## src/rtl/rf_writeback_buffer_pkg.sv

```systemverilog
// Register-file constants shared by the writeback buffer, the register file and decode.
package rf_writeback_buffer_pkg;

  localparam int RF_DATA_WIDTH = 32;
  localparam int RF_ADDR_WIDTH = 5;

  // Register 0 is hard-wired to zero: never stored, never forwarded.
  localparam logic [RF_ADDR_WIDTH-1:0] REG_ZERO = '0;

endpackage

```

## src/rtl/rf_writeback_buffer_fwd_match.sv

```systemverilog
// Youngest-first priority search of the buffered entries for one decode read address.
module rf_writeback_buffer_fwd_match
  import rf_writeback_buffer_pkg::*;
#(
  parameter int DATA_WIDTH = RF_DATA_WIDTH,
  parameter int ADDR_WIDTH = RF_ADDR_WIDTH,
  parameter int DEPTH      = 4,
  localparam int PTR_W     = $clog2(DEPTH)
) (
  input  logic [DEPTH-1:0][ADDR_WIDTH-1:0] ent_addr,
  input  logic [DEPTH-1:0][DATA_WIDTH-1:0] ent_data,
  input  logic [DEPTH-1:0]                 ent_valid,
  input  logic [PTR_W-1:0]                 tail,
  input  logic [ADDR_WIDTH-1:0]            raddr,
  output logic                             hit,
  output logic [DATA_WIDTH-1:0]            data
);

  logic [PTR_W-1:0] idx;

  always_comb begin
    // NOTE: every output gets a default before the loop so no path leaves it unassigned (no latch).
    hit  = 1'b0;
    data = '0;
    idx  = '0;
    // Walk tail-1 down to the oldest slot; valid bits bound the search to occupied
    // entries, and k == DEPTH wraps to tail itself, which is the head when full.
    for (int k = 1; k <= DEPTH; k++) begin
      idx = tail - PTR_W'(k);
      if (!hit && ent_valid[idx] && ent_addr[idx] == raddr &&
          raddr != ADDR_WIDTH'(REG_ZERO)) begin
        hit  = 1'b1;
        data = ent_data[idx];
      end
    end
  end

endmodule

```

## src/rtl/rf_writeback_buffer.sv

```systemverilog
// In-order writeback FIFO feeding the register-file write port, with forwarding to decode.
module rf_writeback_buffer
  import rf_writeback_buffer_pkg::*;
#(
  parameter int DATA_WIDTH = RF_DATA_WIDTH,
  parameter int ADDR_WIDTH = RF_ADDR_WIDTH,
  parameter int DEPTH      = 4,
  localparam int PTR_W     = $clog2(DEPTH),
  localparam int CNT_W     = $clog2(DEPTH) + 1
) (
  input  logic                  clk,
  input  logic                  rst,
  input  logic                  in_valid,
  output logic                  in_ready,
  input  logic [ADDR_WIDTH-1:0] in_waddr,
  input  logic [DATA_WIDTH-1:0] in_wdata,
  input  logic                  drain_en,
  output logic                  rf_wen,
  output logic [ADDR_WIDTH-1:0] rf_waddr,
  output logic [DATA_WIDTH-1:0] rf_wdata,
  input  logic [ADDR_WIDTH-1:0] fwd_raddr1,
  input  logic [ADDR_WIDTH-1:0] fwd_raddr2,
  output logic                  fwd_hit1,
  output logic                  fwd_hit2,
  output logic [DATA_WIDTH-1:0] fwd_data1,
  output logic [DATA_WIDTH-1:0] fwd_data2,
  output logic [CNT_W-1:0]      count
);

  logic [DEPTH-1:0][ADDR_WIDTH-1:0] ent_addr;
  logic [DEPTH-1:0][DATA_WIDTH-1:0] ent_data;
  logic [DEPTH-1:0]                 ent_valid;
  logic [PTR_W-1:0]                 head;
  logic [PTR_W-1:0]                 tail;
  logic                             push;
  logic                             pop;
  logic                             not_empty;

  assign not_empty = (count != '0);
  assign in_ready  = (count != CNT_W'(DEPTH));
  // A write to r0 completes the handshake but is dropped.
  assign push      = in_valid && in_ready && (in_waddr != ADDR_WIDTH'(REG_ZERO));
  assign pop       = drain_en && not_empty;

  assign rf_wen    = pop;
  assign rf_waddr  = not_empty ? ent_addr[head] : '0;
  assign rf_wdata  = not_empty ? ent_data[head] : '0;

  // NOTE: sequential state uses non-blocking assignments so every flop samples pre-edge values.
  always_ff @(posedge clk) begin
    if (rst) begin
      head      <= '0;
      tail      <= '0;
      count     <= '0;
      ent_valid <= '0;
    end else begin
      if (pop) begin
        ent_valid[head] <= 1'b0;
        head            <= head + PTR_W'(1);
      end
      if (push) begin
        ent_valid[tail] <= 1'b1;
        tail            <= tail + PTR_W'(1);
      end
      case ({push, pop})
        2'b10:   count <= count + CNT_W'(1);
        2'b01:   count <= count - CNT_W'(1);
        default: count <= count;
      endcase
    end
  end

  // NOTE: the payload arrays are not reset; the valid bits and count alone decide what is live.
  always_ff @(posedge clk) begin
    if (push) begin
      ent_addr[tail] <= in_waddr;
      ent_data[tail] <= in_wdata;
    end
  end

  rf_writeback_buffer_fwd_match #(
    .DATA_WIDTH(DATA_WIDTH), .ADDR_WIDTH(ADDR_WIDTH), .DEPTH(DEPTH)
  ) u_fwd1 (
    .ent_addr (ent_addr),
    .ent_data (ent_data),
    .ent_valid(ent_valid),
    .tail     (tail),
    .raddr    (fwd_raddr1),
    .hit      (fwd_hit1),
    .data     (fwd_data1)
  );

  rf_writeback_buffer_fwd_match #(
    .DATA_WIDTH(DATA_WIDTH), .ADDR_WIDTH(ADDR_WIDTH), .DEPTH(DEPTH)
  ) u_fwd2 (
    .ent_addr (ent_addr),
    .ent_data (ent_data),
    .ent_valid(ent_valid),
    .tail     (tail),
    .raddr    (fwd_raddr2),
    .hit      (fwd_hit2),
    .data     (fwd_data2)
  );

endmodule

```

## config.mk

```make
export PLATFORM = sky130hd
export DESIGN_NAME = rf_writeback_buffer
export DESIGN_NICKNAME = d
export VERILOG_FILES = /design/src/rtl/rf_writeback_buffer_pkg.sv /design/src/rtl/rf_writeback_buffer_fwd_match.sv /design/src/rtl/rf_writeback_buffer.sv
export SDC_FILE = /design/constraint.sdc
export NUM_CORES = 1
export LEC_CHECK = 0
export ABC_AREA = 0
export BUFFER_PORTS_ARGS = -buffer_cell sky130_fd_sc_hd__buf_2
export CAP_MARGIN = 5
export CELL_PAD_IN_SITES_DETAIL_PLACEMENT = 0
export CELL_PAD_IN_SITES_GLOBAL_PLACEMENT = 1
export CORE_AREA = 2 2 168 170
export CTS_CLUSTER_SIZE = 28
export DETAILED_ROUTE_END_ITERATION = 6
export DIE_AREA = 0 0 170 172
export PLACE_DENSITY_LB_ADDON = 0.15
export SYNTH_ARGS = -nofsm -noshare
export SYNTH_HDL_FRONTEND = slang
export SYNTH_SLANG_ARGS = --single-unit
```

## constraint.sdc

```tcl
create_clock -name clk -period 7.6 [get_ports clk]
set_input_delay 1.52 -clock clk [delete_from_list [all_inputs] [get_ports clk]]
set_output_delay 1.52 -clock clk [all_outputs]
set_load 0.02 [all_outputs]
```

**After elaboration in Yosys (flattened, before gate mapping)**

Cells that the tools add are included.

- Output and inout port bits: 108
- Bits in registers: 159
- Input port bits: 51
- Word-level logic and storage cells: 138

- Equality and inequality tests: 11
- $lt $le $gt $ge: 7
- Bitwise logic cells: 3
- Reduce and logical (&&, ||, !) cells: 38
- Muxes and demuxes: 60
- Add/subtract/negate cells: 7

Operators by type and width:

| kind | count |
|---|---|
| 32-bit 2-to-1 mux | 15 |
| 32-bit binary-select mux with 2-bit select | 5 |
| 128-bit bitwise mux | 1 |
| 32-bit demux with 2-bit select | 1 |
| 5-bit binary-select mux with 2-bit select | 5 |
| 5-bit == test | 8 |
| 5-bit 2-to-1 mux | 7 |
| 1-bit logical AND | 27 |
| 20-bit bitwise mux | 1 |
| 2-bit by 3-bit < comparator with 1-bit output (second input constant) | 5 |
| 5-bit nonzero test | 3 |
| 1-bit 2-to-1 mux | 14 |
| 4-bit 2-to-1 mux | 3 |
| 5-bit demux with 2-bit select | 1 |
| 1-bit binary-select mux with 2-bit select | 4 |
| 1-bit logical NOT | 6 |
| 3-bit case mux with 2 select lines | 1 |
| 2-bit by 1-bit adder with 2-bit output (second input constant) | 2 |
| 4-bit AND | 1 |
| 1-bit demux with 2-bit select | 2 |
| 2-bit by 1-bit >= comparator with 1-bit output (second input constant) | 2 |
| 4-bit inverter | 1 |
| 4-bit OR | 1 |
| 2-bit subtractor (second input constant) | 2 |
| 8 further kinds | 8 |

**Depth between registers and ports, before layout**

Gate-level depths: netlist of the first run.

- Depth in word-level cells: 22
- Depth in mapped cells: 18

**Hierarchy**

From an unflattened synthesis of the first run, not the netlist that was laid out.

- Cell total of the unflattened synthesis: 1,571
- Area, all modules: 15,685.0 um2

By module, submodules not included:

| module | area an instance (um2) | cells each | times used |
|---|---|---|---|
| rf_writeback_buffer_fwd_match | 4,714.5 | 631 | 2 |
| rf_writeback_buffer | 6,256.0 | 309 | 1 |

**Worst setup path after synthesis of the first run**

No wires, ideal clock.

- Path kind: register to output
- From: reg tail[0]
- To: out fwd_data1[16]
- Data arrival time: 4,553 ps
- Buffers on the path: 8
- Cell stages (with the launch flop): 18
- Path slack: 1,527 ps
- Cells stage by stage: dfxtp_1 > buf_6 > buf_6 > buf_2 > buf_2 > buf_2 > buf_2 > inv_1 > ha_1 > buf_2 > mux4_2 > xor2_1 > nor4_1 > nand4b_1 > o21a_1 > clkbuf_1 > a221o_1 > o21ai_1

- Longest elaborated chain between the ends: 22

Ends and longest elaborated chain:

| item | line | text |
|---|---|---|
| start: declaration | rf_writeback_buffer.sv:34 | `logic [PTR_W-1:0] tail;` |
| start signal: assignment | rf_writeback_buffer.sv:63 | `tail <= tail + PTR_W'(1);` |
| 2-bit by 1-bit subtractor with 2-bit output | rf_writeback_buffer_fwd_match.sv:29 | `idx = tail - PTR_W'(k);` |
| 5-bit binary-select mux with 2-bit select | rf_writeback_buffer_fwd_match.sv:30 | `if (!hit && ent_valid[idx] && ent_addr[idx] == raddr &&` |
| 5-bit 2-to-1 mux (not written as such) | rf_writeback_buffer_fwd_match.sv:30 |  |
| 5-bit == test | rf_writeback_buffer_fwd_match.sv:30 |  |
| 1-bit logical AND (2 in series) | rf_writeback_buffer_fwd_match.sv:30 |  |
| 1-bit 2-to-1 mux | rf_writeback_buffer_fwd_match.sv:30 |  |
| 1-bit logical NOT | rf_writeback_buffer_fwd_match.sv:30 |  |
| 1-bit logical AND (3 in series) | rf_writeback_buffer_fwd_match.sv:30 |  |
| 1-bit 2-to-1 mux | rf_writeback_buffer_fwd_match.sv:30 |  |
| 1-bit logical NOT | rf_writeback_buffer_fwd_match.sv:30 |  |
| 1-bit logical AND (3 in series) | rf_writeback_buffer_fwd_match.sv:30 |  |
| 1-bit 2-to-1 mux | rf_writeback_buffer_fwd_match.sv:30 |  |
| 1-bit logical NOT | rf_writeback_buffer_fwd_match.sv:30 |  |
| 1-bit logical AND (3 in series) | rf_writeback_buffer_fwd_match.sv:30 |  |
| 32-bit 2-to-1 mux * | rf_writeback_buffer_fwd_match.sv:30 |  |
| end: declaration | rf_writeback_buffer.sv:25 | `output logic [DATA_WIDTH-1:0] fwd_data1,` |

Mark *: on every way between the ends. The rest lies on a longest branch, timed or not. The select of a mux whose other input is x is not followed.

**Final worst setup path of the first run**

- From: reg tail[1]
- To: out fwd_data2[5]

- Longest elaborated chain between the ends: 22

Ends and longest elaborated chain:

| item | line | text |
|---|---|---|
| 2-bit by 1-bit subtractor with 2-bit output | rf_writeback_buffer_fwd_match.sv:29 |  |
| 5-bit binary-select mux with 2-bit select | rf_writeback_buffer_fwd_match.sv:30 |  |
| 5-bit 2-to-1 mux (not written as such) | rf_writeback_buffer_fwd_match.sv:30 |  |
| 5-bit == test | rf_writeback_buffer_fwd_match.sv:30 |  |
| 1-bit logical AND (2 in series) | rf_writeback_buffer_fwd_match.sv:30 |  |
| 1-bit 2-to-1 mux | rf_writeback_buffer_fwd_match.sv:30 |  |
| 1-bit logical NOT | rf_writeback_buffer_fwd_match.sv:30 |  |
| 1-bit logical AND (3 in series) | rf_writeback_buffer_fwd_match.sv:30 |  |
| 1-bit 2-to-1 mux | rf_writeback_buffer_fwd_match.sv:30 |  |
| 1-bit logical NOT | rf_writeback_buffer_fwd_match.sv:30 |  |
| 1-bit logical AND (3 in series) | rf_writeback_buffer_fwd_match.sv:30 |  |
| 1-bit 2-to-1 mux | rf_writeback_buffer_fwd_match.sv:30 |  |
| 1-bit logical NOT | rf_writeback_buffer_fwd_match.sv:30 |  |
| 1-bit logical AND (3 in series) | rf_writeback_buffer_fwd_match.sv:30 |  |
| 32-bit 2-to-1 mux * | rf_writeback_buffer_fwd_match.sv:30 |  |
| end: declaration | rf_writeback_buffer.sv:26 | `output logic [DATA_WIDTH-1:0] fwd_data2,` |

Marked as above.

==> impl_metrics.json, run 1 <==
{
  "outcome": "complete, no violations",
  "drt_pre_antenna_iters": 5,
  "ys_async_sr_fraction_pct": 0,
  "cts_max_level": 4,
  "criticalPathCategory": "reg -> out",
  "max_clock_freq_mhz": 154.7,
  "clkLatencyLatePin_ns": 0.43,
  "max_slew.worst_pin.slew_ns": 0.9628,
  "mostFrequentLayoutCells": "sky130_fd_sc_hd__buf_2 (158), sky130_fd_sc_hd__edfxtp_1 (148), sky130_fd_sc_hd__nand2_1 (140), sky130_fd_sc_hd__mux2i_1 (108), sky130_fd_sc_hd__a21oi_1 (101)",
  "cts_repair_resize_count": 0,
  "wire_length_of_the_first_global_routing_pass_um": 60560,
  "remaining_drc_errors": 0,
  "synth_enable_flop_cells": 148,
  "routed-via-count": 10670,
  "synthesis.nets": 1302,
  "mostFrequentLayoutCell": "sky130_fd_sc_hd__buf_2",
  "post-dp-hpwl_um": 26030,
  "crit_arrival_ns": 4.94,
  "yosysWarningCount": 0,
  "drt_first_iter_violations": 924,
  "gp_congestion": 0.8689,
  "endpoint_kind": "output port",
  "regToRegSetupSlack_ns": 4.84,
  "die_y_um": 172,
  "maximum_number_of_pins_on_one_net_before_global_route_repair": 79,
  "flip_flop_and_latch_count_after_synthesis": 159,
  "yosys_most_used_dff": "sky130_fd_sc_hd__edfxtp_1",
  "vias_in_the_first_global_route": 10160,
  "worstReg2RegEnd": "ent_data[43]",
  "cts_root_buffer": "sky130_fd_sc_hd__clkbuf_16",
  "hold_end": "ent_valid[3]",
  "grt_antenna_before_repair": 3,
  "avgViaCountPerCell": 6.345,
  "drtAntennaViolNets": 0,
  "clk_transition_reported_paths_ns": 0.07,
  "hold_violations": 0,
  "ff_latch_area_mm2": 0.004672,
  "filler_cell_count": 2548,
  "cts.sinks": 159,
  "vdd.ir_drop.worst_v": 0.0001421,
  "syn-cell-area_mm2": 0.01273,
  "die-width_um": 170,
  "cts_tree": "built",
  "total_leakage_power_nw": 5.268,
  "total_power_mw": 4.080,
  "coreArea_mm2": 0.02748,
  "hold_path_startpoint": "ent_valid[3]",
  "finalWorstPathRequiredPeriod_ns": 6.465,
  "groute.usage.overall_pct": 27.23,
  "floorplan.initialDensity_pct": 46.33,
  "port_buffers": 158,
  "slew-limit-headroom_pct": 35.82,
  "layout-drive-gt1-share_pct": 24.91,
  "synth_cell_type_count": 53,
  "min_path_type": "reg -> reg",
  "synth-seq-area-share_pct": 36.64,
  "floorplan.die_area_mm2": 0.02924,
  "grt_setup_unrepaired": "no",
  "finalWirelength_um": 39640,
  "final-max-slew-violation-count": 0,
  "multi_input_area_mm2": 0.007553,
  "tns_ns": 0,
  "timing.hold.worst_path_depth": 2,
  "setup_repair_bufs_after_cts": 0,
  "total_global_routing_overflow": 0,
  "worst_r2r_path_depth": 5,
  "post_route_fraction_of_the_period_consumed_by_the_critical_path_pct": 85.06,
  "worstSetupStartpointType": "flip-flop",
  "average_size_of_a_mapped_cell_um2": 10.26,
  "fin_skew_ns": 0.01619,
  "timing.critical_path.required_ns": 6.08,
  "critical_path.reg2reg.startpoint": "tail[1]",
  "holdBufCountCts": 0,
  "cts_buffers": 17,
  "worstPathMaxFanout": 34,
  "clockBufferDepth": 2,
  "io-pin-count": 159,
  "layout-area-overhead-vs-synth_pct": 12.49,
  "timing.max_cap.violations": 0,
  "num-nets-final": 1381,
  "wire_per_inst_um": 23.58,
  "power_per_cell_area_mw_per_mm2": 284.9,
  "syn_inst": 1241,
  "num_rows": 61,
  "number_of_failing_setup_endpoints_in_the_final_timing_report": 0
}
==> worst max path at each step <==
stage | startpoint | cells after the start | end
finish | tail[1] | 11 | fwd_data2[5]
global route | tail[1] | 11 | fwd_data2[5]
global placement | tail[1] | 12 | fwd_data2[30]
floorplan | tail[0] | 17 | fwd_data1[16]
CTS | tail[1] | 12 | fwd_data2[30]
detailed placement | tail[1] | 12 | fwd_data2[30]
==> layout make-up <==
type                            count  area share (%)
Clock inverter                     14           1.005
Multi-Input combinational cell    943           52.75
Sequential cell                   159           32.63
Clock buffer                       18           3.067
Timing Repair Buffer              189           7.235
Inverter                           10          0.2621
Tap cell                          346           3.023
Antenna cell                        2         0.03495
==> per-stage QoR <==
step	util, %	hold slack (ns)	setup slack [ns]	cells	cell area [um^2]
2_1_floorplan	-	0.4722	1.527	1241	12730
3_3_place_gp	49.98	0.5201	1.641	1647	13730
3_5_place_dp	49.98	0.5334	1.564	1647	13730
4_1_cts	52.10	0.5459	1.092	1679	14320
5_1_grt	52.11	0.5700	0.8436	1680	14320
6_report	52.12	0.5491	1.135	1681	14320
==> cell usage after synthesis, types with 11 or more instances <==
cell                          n  share of area [%]
sky130_fd_sc_hd__a211oi_1    29                1.7
sky130_fd_sc_hd__a21o_1      56                3.3
sky130_fd_sc_hd__a21oi_1    101                4.0
sky130_fd_sc_hd__a221oi_1    26                1.8
sky130_fd_sc_hd__a22o_1      26                1.8
sky130_fd_sc_hd__and2_1      12               0.59
sky130_fd_sc_hd__buf_1       20               0.59
sky130_fd_sc_hd__buf_2       21               0.83
sky130_fd_sc_hd__clkbuf_1    86                2.5
sky130_fd_sc_hd__dfxtp_1     11                1.7
sky130_fd_sc_hd__edfxtp_1   148                 35
sky130_fd_sc_hd__mux2_2      32                2.8
sky130_fd_sc_hd__mux2i_1    108                8.5
sky130_fd_sc_hd__mux4_2      58                 10
sky130_fd_sc_hd__nand2_1    140                4.1
sky130_fd_sc_hd__nor2_1      73                2.2
sky130_fd_sc_hd__nor2b_1     39                1.9
sky130_fd_sc_hd__nor4b_1     58                4.0
sky130_fd_sc_hd__o22a_1      24                1.7
sky130_fd_sc_hd__o2bb2ai_1   26                1.8
sky130_fd_sc_hd__xnor2_1     29                2.0
sky130_fd_sc_hd__xor2_1      13               0.89
==> flip-flops by register name (all words and copies together) (netlist names) <==
name       count
tail           2
count          3
head           2
ent_data     128
ent_valid      4
ent_addr      20
==> logic make-up after synthesis <==
| kind of cell | after synthesis | share of synthesized area (%) |
|---|---|---|
| and+or+nand+nor | 371 | 15.51 |
| adders and majority gates | 10 | 1.042 |
| DFF | 159 | 36.64 |
| buffers and inverters | 139 | 4.423 |
| xor gates and xnor gates | 42 | 2.890 |
| AOI/OAI and AO/OA | 322 | 17.91 |
| muxes | 198 | 21.58 |
==> metal layers <==
layer	share of wire [%]	global-route usage, %	up-vias	routed length (um)
li1	-	-	4952	-
met5	0.025	0	-	10
met1	45	37.71	5285	17670
met2	47	44.42	375	18640
met3	6.0	3.616	52	2370
met4	2.4	9.030	2	945
==> worst max-delay path, stage by stage, from the launching register on <==
cell and delay (ns):
sky130_fd_sc_hd__dfxtp_2 0.32, sky130_fd_sc_hd__inv_2 0.48, sky130_fd_sc_hd__ha_2 0.56, sky130_fd_sc_hd__mux4_2 0.42, sky130_fd_sc_hd__xor2_1 0.17, sky130_fd_sc_hd__nor4_1 0.37
sky130_fd_sc_hd__nand4_1 0.57, sky130_fd_sc_hd__o21ai_2 0.77, sky130_fd_sc_hd__buf_4 0.44, sky130_fd_sc_hd__a21oi_1 0.09, sky130_fd_sc_hd__o2bb2ai_1 0.15, sky130_fd_sc_hd__buf_2 0.18
==> report_power, final <==
group	internal, mW	total (mW)	switching, mW
clock	0.448	0.863	0.415
combinational	0.812	2.05	1.24
sequential	1.06	1.17	0.103
(Power assumes the default switching activity.)
==> run 2, diff against run 1 <==
CORE_AREA = 2 2 236 122   (was 2 2 168 170)
DIE_AREA = 0 0 238 124   (was 0 0 170 172)
PLACE_DENSITY = 0.82   (was not set)
PLACE_DENSITY_LB_ADDON = not set   (was 0.15)
==> impl_metrics.json, run 2 (synthesis gave the netlist of run 1 again) <==
{
  "worstSetupStartpointType": "flip-flop",
  "timing.critical_path.required_ns": 6.08,
  "coreArea_mm2": 0.02733,
  "crit_end": "fwd_data1[27]",
  "highest-signal-layer": "met4",
  "postLayoutCellArea_mm2": 0.01434,
  "worst_hold_slack_ns": 0.5285,
  "worstPathMaxFanout": 36,
  "dp_cells": 1656,
  "holdBufCountCts": 0,
  "total_switching_power_mw": 1.737,
  "floorplan.die_area_mm2": 0.02951,
  "final.setup.worst_slack_ns": 0.9276,
  "finalWorstPathRequiredPeriod_ns": 6.672,
  "min_path_type": "reg -> reg",
  "cts_buffers": 17,
  "post_route_fraction_of_the_period_consumed_by_the_critical_path_pct": 87.79,
  "layout-drive-gt1-share_pct": 24.70,
  "met2_routed_wl_um": 16650,
  "cts_root_buffer": "sky130_fd_sc_hd__clkbuf_16",
  "vdd.ir_drop.worst_v": 0.0001962,
  "floorplan.initialDensity_pct": 46.58,
  "number_of_failing_setup_endpoints_in_the_final_timing_report": 0,
  "number_of_flip_flops_under_the_largest_register_name": 128,
  "port_buffers": 158,
  "worstReg2RegEnd": "ent_data[71]",
  "grt_antenna_before_repair": 0,
  "tns_ns": 0,
  "routed-via-count": 10990,
  "die-width_um": 238,
  "fin_skew_ns": 0.008235,
  "clkLatencyLatePin_ns": 0.45,
  "mostFrequentLayoutCells": "sky130_fd_sc_hd__buf_2 (158), sky130_fd_sc_hd__edfxtp_1 (148), sky130_fd_sc_hd__nand2_1 (140), sky130_fd_sc_hd__mux2i_1 (108), sky130_fd_sc_hd__a21oi_1 (101)",
  "power_per_cell_area_mw_per_mm2": 286.2,
  "slew-limit-headroom_pct": 21.78,
  "outcome": "complete, no violations",
  "registers.top_by_ff_count": "ent_data",
  "gp_congestion": 0.9264,
  "groute.usage.overall_pct": 27.61,
  "timing.hold.worst_path_depth": 2,
  "clk_transition_reported_paths_ns": 0.07,
  "drtAntennaViolNets": 0,
  "n_antenna_cell": 0,
  "num-nets-final": 1376,
  "grt_setup_unrepaired": "no",
  "maximum_number_of_pins_on_one_net_before_global_route_repair": 91,
  "wire_per_inst_um": 24.03,
  "placed_area_mm2": 0.01375,
  "criticalPathCategory": "reg -> out",
  "worst_r2r_path_depth": 6,
  "total_leakage_power_nw": 5.252,
  "total_global_routing_overflow": 0,
  "drt_first_iter_violations": 1199,
  "avgViaCountPerCell": 6.511,
  "setup_repair_bufs_after_cts": 0,
  "regToRegSetupSlack_ns": 4.63,
  "timing.max_cap.violations": 0,
  "drt_pre_antenna_iters": 5,
  "p_comb_share_pct": 49.3,
  "vias_in_the_first_global_route": 10010,
  "crit_arrival_ns": 5.15,
  "wl_met1_um": 18810,
  "hold_violations": 0,
  "sequentialPowerShare_pct": 29.0,
  "cts_max_level": 4,
  "remaining_drc_errors": 0,
  "mostFrequentLayoutCell": "sky130_fd_sc_hd__buf_2",
  "max_clock_freq_mhz": 149.9,
  "io-pin-count": 159,
  "pre_cts_ws_ns": 1.496,
  "cts.sinks": 159,
  "met3_length_um": 4562,
  "p_sw_share_pct": 42.32,
  "die_y_um": 124,
  "final-max-slew-violation-count": 0,
  "leading_registers_by_flop_count": "ent_data (128), ent_addr (20), ent_valid (4)",
  "cell_internal_pwr_mw": 2.368,
  "clockBufferDepth": 2,
  "max_slew.worst_pin.slew_ns": 1.169,
  "endpoint_kind": "output port",
  "num_rows": 43,
  "wire_length_of_the_first_global_routing_pass_um": 61150,
  "critical_path.reg2reg.startpoint": "count[0]",
  "cts_repair_resize_count": 0,
  "cts_tree": "built",
  "post-dp-hpwl_um": 26430,
  "finalWirelength_um": 40560,
  "critPathLaunch": "tail[0]",
  "layout-area-overhead-vs-synth_pct": 12.68,
  "layoutNonFillerInstCount": 1688,
  "p_clk_share_pct": 21.7
}
-- run 2: changes by cell type in the layout (fill, tap and decap cells not counted), moves of 2 or more --
cell / before / now
sky130_fd_sc_hd__buf_4: 30 / 25
sky130_fd_sc_hd__inv_6: 3 / 6
sky130_fd_sc_hd__bufinv_16: 0 / 2
sky130_fd_sc_hd__clkinv_8: 2 / 0
sky130_fd_sc_hd__dfxtp_2: 3 / 1
sky130_fd_sc_hd__dfxtp_4: 1 / 3
sky130_fd_sc_hd__diode_2: 2 / 0
sky130_fd_sc_hd__inv_4: 2 / 0
sky130_fd_sc_hd__inv_8: 5 / 3
sky130_fd_sc_hd__nor2_2: 2 / 0
sky130_fd_sc_hd__nor2_4: 1 / 3
-- run 2: critical path: stages, from the launching register on --
cell	delay, ns
sky130_fd_sc_hd__dfxtp_4	0.73
sky130_fd_sc_hd__buf_4	0.57
sky130_fd_sc_hd__mux4_2	0.62
sky130_fd_sc_hd__xor2_1	0.18
sky130_fd_sc_hd__nor4_1	0.34
sky130_fd_sc_hd__nand4b_1	0.36
sky130_fd_sc_hd__nor4b_4	0.99
sky130_fd_sc_hd__buf_4	0.32
sky130_fd_sc_hd__a221oi_1	0.11
sky130_fd_sc_hd__a22o_1	0.24
sky130_fd_sc_hd__buf_2	0.16
-- run 2: metal layers --
metal / up-vias / GRT usage (%)
met2: 630 / 39.38
met3: 42 / 8.067
met4: 0 / 6.094
met5: - / 0
li1: 4935 / -
met1: 5384 / 41.16
-- run 2: how the worst min path moves through the flow --
| stage | from | endpoint | slack [ns] |
|---|---|---|---|
| after floorplan | ent_valid[1] | ent_valid[1] | 0.47 |
| after global placement | ent_valid[2] | ent_valid[2] | 0.50 |
| after detailed placement | ent_valid[2] | ent_valid[2] | 0.51 |
| after CTS | ent_valid[2] | ent_valid[2] | 0.53 |
| after global routing | ent_valid[2] | ent_valid[2] | 0.56 |
| final | ent_valid[2] | ent_valid[2] | 0.53 |
-- run 2: layout make-up --
| class | count | area (um^2) |
|---|---|---|
| clock buffer | 18 | 429.2 |
| clock inverter | 14 | 167.7 |
| fill | 2425 | 12990 |
| inverter | 10 | 37.54 |
| multi-input combinational | 943 | 7584 |
| sequential | 159 | 4677 |
| tap | 360 | 450.4 |
| timing repair buffer | 184 | 998.5 |
-- run 2: stage by stage --
stage	util, %	power [mW]
after floorplan	-	2.633
after global placement	50.30	3.192
after detailed placement	50.30	3.208
after CTS	52.48	4.106
after global routing	52.48	4.321
final	52.48	4.105
-- run 2: power groups by stage --
stage          clock, mW  sequential, mW  combinational [mW]
4_1_cts            0.904            1.19                2.01
6_report           0.891            1.19                2.02
2_1_floorplan          0            1.14                1.50
3_3_place_gp           0            1.20                1.99
5_1_grt            0.930            1.21                2.18
3_5_place_dp           0            1.21                2.00
==> run 3, diff against run 2 <==
CTS_BUF_LIST = sky130_fd_sc_hd__clkbuf_16   (was not set)
==> impl_metrics.json, run 3 (synthesis gave the netlist of run 1 again) <==
{
  "outcome": "complete, no violations",
  "min_path_type": "reg -> reg",
  "registers.top_by_ff_count": "ent_data",
  "filler_cell_count": 2425,
  "wire_per_inst_um": 24.01,
  "tns_ns": 0,
  "criticalPathCategory": "reg -> out",
  "total_power_mw": 4.106,
  "finalWorstPathRequiredPeriod_ns": 6.680,
  "final.setup.worst_slack_ns": 0.9203,
  "total_leakage_power_nw": 5.256,
  "regToRegSetupSlack_ns": 4.62,
  "num-nets-final": 1376,
  "power_per_cell_area_mw_per_mm2": 286.3,
  "cts.sinks": 159,
  "drtAntennaViolNets": 0,
  "fin_skew_ns": 0.008187,
  "groute.usage.overall_pct": 27.61,
  "cts_root_buffer": "sky130_fd_sc_hd__clkbuf_16",
  "vias_in_the_first_global_route": 10010,
  "total_global_routing_overflow": 0,
  "clkLatencyLatePin_ns": 0.45,
  "worstSetupStartpointType": "flip-flop",
  "layout-drive-gt1-share_pct": 24.70,
  "worstPathMaxFanout": 36,
  "drt_pre_antenna_iters": 5,
  "holdBufCountCts": 0,
  "routed-via-count": 10970,
  "dp_cells": 1656,
  "setup_repair_bufs_after_cts": 0,
  "post_route_fraction_of_the_period_consumed_by_the_critical_path_pct": 87.89,
  "io-pin-count": 159,
  "critical_path_cell_by_cell": "buf_4 -> mux4_2 -> xor2_1 -> nor4_1 -> nand4b_1 -> nor4b_4 -> buf_4 -> a221oi_1 -> a22o_1 -> buf_2",
  "remaining_drc_errors": 0,
  "cts_max_level": 4,
  "port_buffers": 158,
  "drt_first_iter_violations": 1198,
  "num_rows": 43,
  "layout-area-overhead-vs-synth_pct": 12.68,
  "layoutNonFillerInstCount": 1688,
  "crit_slowest_cell": "sky130_fd_sc_hd__nor4b_4",
  "n_antenna_cell": 0,
  "gp_congestion": 0.9264,
  "postLayoutCellArea_mm2": 0.01434,
  "layout.core_utilization_pct": 52.48,
  "worst_hold_slack_ns": 0.5290,
  "floorplan.die_area_mm2": 0.02951,
  "cts_tree": "built",
  "grt_setup_unrepaired": "no",
  "crit_arrival_ns": 5.16,
  "number_of_failing_setup_endpoints_in_the_final_timing_report": 0,
  "hold_violations": 0,
  "wire_length_of_the_first_global_routing_pass_um": 61150,
  "endpoint_kind": "output port",
  "maximum_number_of_pins_on_one_net_before_global_route_repair": 91,
  "post-dp-hpwl_um": 26430,
  "grt_antenna_before_repair": 0,
  "clk_transition_reported_paths_ns": 0.07,
  "die-width_um": 238,
  "mostFrequentLayoutCell": "sky130_fd_sc_hd__buf_2",
  "finalWirelength_um": 40520,
  "max_clock_freq_mhz": 149.7,
  "worst-path-buf-inv": 3,
  "slowest_delay_ns": 0.99,
  "number_of_flip_flops_under_the_largest_register_name": 128,
  "coreArea_mm2": 0.02733,
  "die_y_um": 124,
  "timing.critical_path.required_ns": 6.08,
  "cts_buffers": 17,
  "max_slew.worst_pin.slew_ns": 1.157,
  "cts_repair_resize_count": 0,
  "slew-limit-headroom_pct": 22.59,
  "vdd.ir_drop.worst_v": 0.0001986,
  "floorplan.initialDensity_pct": 46.58,
  "pre_cts_ws_ns": 1.496,
  "leading_registers_by_flop_count": "ent_data (128), ent_addr (20), ent_valid (4)",
  "timing.max_cap.violations": 0,
  "gate_family_responsible_for_the_most_delay_along_the_worst_path": "simple AND/OR/NAND/NOR gates",
  "placed_area_mm2": 0.01375,
  "timing.critical_path.mode_cell": "sky130_fd_sc_hd__buf_4",
  "clockBufferDepth": 2,
  "final-max-slew-violation-count": 0,
  "avgViaCountPerCell": 6.496,
  "mostFrequentLayoutCells": "sky130_fd_sc_hd__buf_2 (158), sky130_fd_sc_hd__edfxtp_1 (148), sky130_fd_sc_hd__nand2_1 (140), sky130_fd_sc_hd__mux2i_1 (108), sky130_fd_sc_hd__a21oi_1 (101)"
}
run 3: cell count changes in the layout (fill, tap and decap cells not counted), sizes merged:
cell,before,now
clkbuf,18,17
inv,19,20
run 3: layout make-up:
| class | count | area (um^2) | share of cell area (%) |
|---|---|---|---|
| multi-input combinational | 943 | 7584 | 52.87 |
| clock inverter | 15 | 171.4 | 1.195 |
| sequential | 159 | 4677 | 32.61 |
| timing repair buffer | 184 | 998.5 | 6.961 |
| clock buffer | 17 | 425.4 | 2.966 |
| inverter | 10 | 37.54 | 0.2617 |
| tap | 360 | 450.4 | 3.140 |
run 3: path summary, 6_finish.rpt:
kind | start | endpoint | depth (start not counted)
max reg2reg | count[0] | ent_data[71] | 6
min reg2reg | ent_valid[2] | ent_valid[2] | 2
max | tail[0] | fwd_data1[27] | 10
min | ent_valid[2] | ent_valid[2] | 2
run 3: worst register-to-register path, stage by stage (launching register included):
cell and delay [ns]:
sky130_fd_sc_hd__dfxtp_1 0.41, sky130_fd_sc_hd__inv_1 0.11, sky130_fd_sc_hd__nand3_1 0.11, sky130_fd_sc_hd__nand2_1 0.07, sky130_fd_sc_hd__a21oi_1 0.65, sky130_fd_sc_hd__and2_2 0.89, sky130_fd_sc_hd__buf_4 0.42
run 3: report_power, final:
group	internal (mW)	leakage, nW	switching, mW
clock network	0.495	0.297	0.395
registers	1.07	1.45	0.125
logic	0.806	3.51	1.22
run 3: metal layers:
| metal | share of wire (%) | GRT usage (%) | routed length [um] |
|---|---|---|---|
| met1 | 46 | 41.16 | 18790 |
| met4 | 1.4 | 6.094 | 550 |
| met3 | 11 | 8.067 | 4572 |
| met2 | 41 | 39.38 | 16610 |
| met5 | 0 | 0 | 0 |
